===== src/rtl/count_event_capture_pkg.sv =====
// count_event_capture_pkg: event type codes, record layout offsets and drop counter width
package count_event_capture_pkg;
   localparam logic [1:0] EV_NONE = 2'b00;
   localparam logic [1:0] EV_STEP = 2'b01;
   localparam logic [1:0] EV_WRAP = 2'b10;
   localparam logic [1:0] EV_JUMP = 2'b11;
   localparam int TYPE_W = 2;
   localparam int DROP_W = 8;
   // record layout is {type, count, ts}; ts occupies the low bits
   function automatic int ts_lsb();
      return 0;
   endfunction
   function automatic int cnt_lsb(input int ts_w);
      return ts_w;
   endfunction
   function automatic int type_lsb(input int cnt_w, input int ts_w);
      return cnt_w + ts_w;
   endfunction
endpackage


===== src/rtl/count_event_capture_sync_fifo.sv =====
// sync_fifo: power-of-2 depth FIFO with registered head, level count and push-through-when-popping on full
module sync_fifo #(
   parameter int WIDTH = 8,
   parameter int DEPTH = 8
) (
   input  logic                     clk,
   input  logic                     rst_n,
   input  logic                     push_i,
   input  logic [WIDTH-1:0]         wdata_i,
   input  logic                     pop_i,
   output logic [WIDTH-1:0]         rdata_o,
   output logic                     full_o,
   output logic                     empty_o,
   output logic [$clog2(DEPTH):0]   level_o
);
   localparam int AW = $clog2(DEPTH);
   logic [WIDTH-1:0] mem_q [DEPTH];
   logic [AW-1:0]    wr_q, wr_d, rd_q, rd_d;
   logic [AW:0]      level_q, level_d;
   logic             do_push, do_pop;
   assign full_o  = level_q == (AW+1)'(DEPTH);
   assign empty_o = level_q == '0;
   assign level_o = level_q;
   assign rdata_o = empty_o ? '0 : mem_q[rd_q];
   assign do_pop  = pop_i && !empty_o;
   assign do_push = push_i && (!full_o || do_pop);
   // pointers wrap naturally because DEPTH is a power of 2
   always_comb begin
      wr_d    = do_push ? wr_q + AW'(1) : wr_q;
      rd_d    = do_pop ? rd_q + AW'(1) : rd_q;
      level_d = level_q + (AW+1)'(do_push) - (AW+1)'(do_pop);
   end
   always_ff @(posedge clk) begin
      if (do_push) mem_q[wr_q] <= wdata_i;
   end
   always_ff @(posedge clk or negedge rst_n) begin
      if (!rst_n) begin
         wr_q    <= '0;
         rd_q    <= '0;
         level_q <= '0;
      end else begin
         wr_q    <= wr_d;
         rd_q    <= rd_d;
         level_q <= level_d;
      end
   end
endmodule


===== src/rtl/count_event_capture.sv =====
// count_event_capture: classifies counter changes as STEP/WRAP/JUMP and queues timestamped records
module count_event_capture
   import count_event_capture_pkg::*;
#(
   parameter int CNT_W = 4,
   parameter int TS_W  = 12,
   parameter int DEPTH = 8,
   localparam int REC_W = TYPE_W + CNT_W + TS_W
) (
   input  logic                     clk,
   input  logic                     reset,
   input  logic [CNT_W-1:0]         count_in,
   input  logic                     capture_en,
   input  logic [2:0]               event_mask,
   input  logic                     ovf_clear,
   output logic                     out_valid,
   input  logic                     out_ready,
   output logic [REC_W-1:0]         out_data,
   output logic [$clog2(DEPTH):0]   level,
   output logic                     overflow,
   output logic [DROP_W-1:0]        drop_cnt
);
   logic [TS_W-1:0]   ts_q, ts_d;
   logic [CNT_W-1:0]  prev_q;
   logic              prev_valid_q;
   logic              overflow_q, overflow_d;
   logic [DROP_W-1:0] drop_q, drop_d;
   logic [1:0]        ev_type;
   logic [REC_W-1:0]  rec;
   logic              push_req, pop, full, empty, drop;
   always_comb begin
      ev_type = EV_NONE;
      if (prev_valid_q && count_in != prev_q)
         ev_type = (prev_q == '1 && count_in == '0) ? EV_WRAP :
                   (count_in == prev_q + CNT_W'(1)) ? EV_STEP : EV_JUMP;
   end
   assign rec      = {ev_type, count_in, ts_q};
   assign push_req = ev_type != EV_NONE && capture_en && event_mask[ev_type - 2'd1];
   assign pop      = out_valid && out_ready;
   assign drop     = push_req && full && !pop;
   assign out_valid = !empty;
   assign overflow  = overflow_q;
   assign drop_cnt  = drop_q;
   // a drop in the same cycle as a clear restarts the count at one
   always_comb begin
      ts_d       = ts_q + TS_W'(1);
      overflow_d = drop ? 1'b1 : ovf_clear ? 1'b0 : overflow_q;
      drop_d     = drop ? (ovf_clear ? DROP_W'(1) : drop_q == '1 ? drop_q : drop_q + DROP_W'(1)) :
                   ovf_clear ? '0 : drop_q;
   end
   always_ff @(posedge clk or negedge reset) begin
      if (!reset) begin
         ts_q         <= '0;
         prev_q       <= '0;
         prev_valid_q <= 1'b0;
         overflow_q   <= 1'b0;
         drop_q       <= '0;
      end else begin
         ts_q         <= ts_d;
         prev_q       <= count_in;
         prev_valid_q <= 1'b1;
         overflow_q   <= overflow_d;
         drop_q       <= drop_d;
      end
   end
   sync_fifo #(.WIDTH(REC_W), .DEPTH(DEPTH)) u_fifo (
      .clk     (clk),
      .rst_n   (reset),
      .push_i  (push_req),
      .wdata_i (rec),
      .pop_i   (pop),
      .rdata_o (out_data),
      .full_o  (full),
      .empty_o (empty),
      .level_o (level)
   );
endmodule

===== config.mk =====
export PLATFORM = sky130hd
export DESIGN_NAME = count_event_capture
export DESIGN_NICKNAME = d
export VERILOG_FILES = /design/src/rtl/count_event_capture_pkg.sv /design/src/rtl/count_event_capture_sync_fifo.sv /design/src/rtl/count_event_capture.sv
export SDC_FILE = /design/constraint.sdc
export NUM_CORES = 1
export LEC_CHECK = 0
export CORE_UTILIZATION = 50
export CTS_BUF_LIST = sky130_fd_sc_hd__clkbuf_16
export CTS_CLUSTER_SIZE = 16
export DETAILED_ROUTE_END_ITERATION = 10
export GPL_ROUTABILITY_DRIVEN = 0
export PLACE_DENSITY = 0.67
export SYNTH_ARGS = -nofsm -noshare
export SYNTH_HDL_FRONTEND = slang
export SYNTH_SLANG_ARGS = --single-unit

===== constraint.sdc =====
create_clock -name clk -period 6.02 [get_ports clk]
set_input_delay 0.602 -clock clk [delete_from_list [all_inputs] [get_ports clk]]
set_output_delay 0.602 -clock clk [all_outputs]
set_load 0.05 [all_outputs]

==> out/metrics.cfg <==
[sta]
worst_pin_slew_ps=924
drv_slew=0
fin_crit_ps=4490
period_share_pct=74.5
final_hold_viol_count=0
setup_viol=0
fmax_mhz=223
rsz0062_at_grt=false
hold_slack_ps=270
max_slew_margin_pct=38.4
tns_ps=0
finClkSkew_ps=8.29

[setup_path]
r2r_slack_ps=2050
arrival_ps=4600
critPathKind=in2reg
critical-path-max-stage-delay_ps=730
worstPathRequired_ps=6130
slowest_stage=clkdlybuf4s50_1
cp_max_fo=13
crit_path_cell_trace=clkdlybuf4s50_1 > xor2_1 > o41ai_4 > nor2_2 > inv_1 > ha_1 > mux2_2 > nand3b_1 > or3_1 > a21oi_2 > nand2_1 > nor3b_2 > buf_4
crit_end=u_fifo.mem_q[3][7]
worst_setup_path_end_kind=register
r2r-end=u_fifo.mem_q[3][7]
r2r_cells=12
startpoint_type=input port
r2r-start=prev_q[0]
crit_path_start=count_in[2]

[yosys]
async_flop_share_pct=20.0
yosys_warnings=0
synth_area_um2=7340
synth.avg_cell_area_um2=17.9
seq_area_frac_synth_pct=71.2
syn-num-nets=434
netlist_instances=409
ys.flop_type=edfxtp_1
synth_edf_count=144
synth_cell_types=48
synth_seq_cells=180

[job]
drv_cap=0

[drt]
vias=3748
vias_per_cell=5.67
wl_mm=13.4
drt_first_pass_iters=4
postRouteAntennaNets=0
dr.first_iter.drc_count=335
avgRoutedWirePerCell_um=20.2
drc=0

[global_routing]
grt_pass1_vias=3818
antenna_found_initial=0
globalRouteOverflowTotal=0
grt_start_max_net_pins=39
grt_util_all_layers_pct=19.8
grt_pass1_wl_mm=21.2

[clocking]
path_clk_slew_ps=60
cts.path.max_buffers=2
clock-sinks=180
cts_buffers=17
cts-hold-fix-buffers=0
cts_tree=built
post_cts_buffers=0
cts_max_level=4
cts_root_buffer=clkbuf_16
cts_resized=0
insertion_delay_ps=420

[final_layout]
final_cell_mix=edfxtp_1, clkdlybuf4s50_1, mux4_2, dfrtp_1, nor2_1
final_net_count=493
final_cells=661
antenna_cells=0
final_common_cell=edfxtp_1
areaGrowthSynthToFinish_pct=17.3
drive_above_1_share_pct=19.8
fillers=1037
design_area_um2=8610
multi_input_area_um2=2030
seqCellArea_um2=5230

[worst_hold_path]
holdCritPathClass=in2async

[place]
port_buffers=43
placed_cells=629
placed_area_um2=8050
hpwl_mm=8.46

[floorplanning]
die_h_um=123
core_area_um2=14100
num_rows=43
fp.dieW_um=123
num_io_pins=44
die-area_um2=15200
start_util_pct=52.1

[pwr]
p_per_area_nw_per_um2=459
p_leak_uw=0.00309
ir_drop_mv=0.282

[run_status]
run_status=finished clean

==> power breakdown <==
part           switching, uW  leakage, uW  total, uW  internal, uW
clock                    437     0.000278       1040           606
sequential              87.9      0.00176       1510          1420
combinational            833      0.00105       1400           566
total                   1360      0.00309       3950          2590
==> state kept, by name, summed over array words and instances (netlist names) <==
register / count
prev_q: 4
prev_valid_q: 1
u_fifo.rd_q: 3
u_fifo.mem_q: 144
overflow: 1
u_fifo.level_o: 4
drop_cnt: 8
ts_q: 12
u_fifo.wr_q: 3
==> logic make-up after synthesis <==
| kind of cell | synth area share, % |
|---|---|
| flops | 71.2 |
| xor+xnor | 2.74 |
| simple gates | 5.52 |
| mux | 14.5 |
| other cells | 0.0511 |
| buf+inv | 1.53 |
| fa+ha+maj | 2.32 |
| compound gates | 2.20 |
==> worst max-delay path, delay by kind of cell <==
family / cells / cell delay (ps)
AND/OR/NAND/NOR: 5 / 1480
buffers and inverters: 3 / 1150
AO/OA/AOI/OAI: 2 / 450
XOR/XNOR: 1 / 360
adder cells (fa/ha/maj): 1 / 300
multiplexers: 1 / 250
==> synth_stat cells (2+ instances only) <==
| library cell | instances | area share (%) |
|---|---|---|
| nor3b_1 | 4 | 0.41 |
| o21ai_0 | 3 | 0.20 |
| nand3_1 | 7 | 0.48 |
| nand4_1 | 2 | 0.17 |
| a21o_1 | 2 | 0.20 |
| and4_1 | 2 | 0.24 |
| mux2_2 | 4 | 0.61 |
| dfrtp_1 | 36 | 12 |
| xor2_1 | 11 | 1.3 |
| nand2b_1 | 2 | 0.17 |
| edfxtp_1 | 144 | 59 |
| mux2i_1 | 19 | 2.6 |
| and3_1 | 2 | 0.17 |
| mux4_2 | 36 | 11 |
| nor4_1 | 2 | 0.17 |
| nand3b_1 | 2 | 0.20 |
| inv_1 | 15 | 0.77 |
| xnor2_1 | 12 | 1.4 |
| buf_2 | 3 | 0.20 |
| nor3_1 | 2 | 0.14 |
| ha_1 | 12 | 2.0 |
| nand2_1 | 17 | 0.87 |
| nor2_1 | 32 | 1.6 |
| clkbuf_1 | 7 | 0.36 |
| a21oi_1 | 4 | 0.27 |
| nor2b_1 | 2 | 0.17 |
| buf_1 | 4 | 0.20 |
==> worst min-delay path by stage <==
| stage | from | end |
|---|---|---|
| floorplan | reset | drop_cnt[0] |
| finish | reset | drop_cnt[0] |
| detailed placement | u_fifo.rd_q[2] | u_fifo.rd_q[2] |
| CTS | reset | drop_cnt[0] |
| global route | reset | overflow |
| global placement | u_fifo.rd_q[2] | u_fifo.rd_q[2] |
==> per-stage QoR <==
step                utilization, %  power (uW)  worst slack, ps
CTS                           61.1        4000             1500
finish                        61.1        3950             1530
global route                  61.1        4140             1240
global placement              57.1        2950             1260
detailed placement            57.1        2960             1080
floorplan                        -        2530             1490
==> metal layers <==
layer  routed length, um  global-route usage (%)
met1                6050                    27.0
met2                6390                    30.6
met3                 810                    5.40
met4                 114                    7.38
met5                   0                       0
==> final cells by class <==
type	count	share of cell area (%)
flip-flops and latches	180	60.7
multi-input cells	200	23.6
repair buffers	54	5.90
clock buffers	17	4.94
well taps	180	2.61
clock inverters	15	1.61
inverters	15	0.654
(Power assumes the default switching activity.)
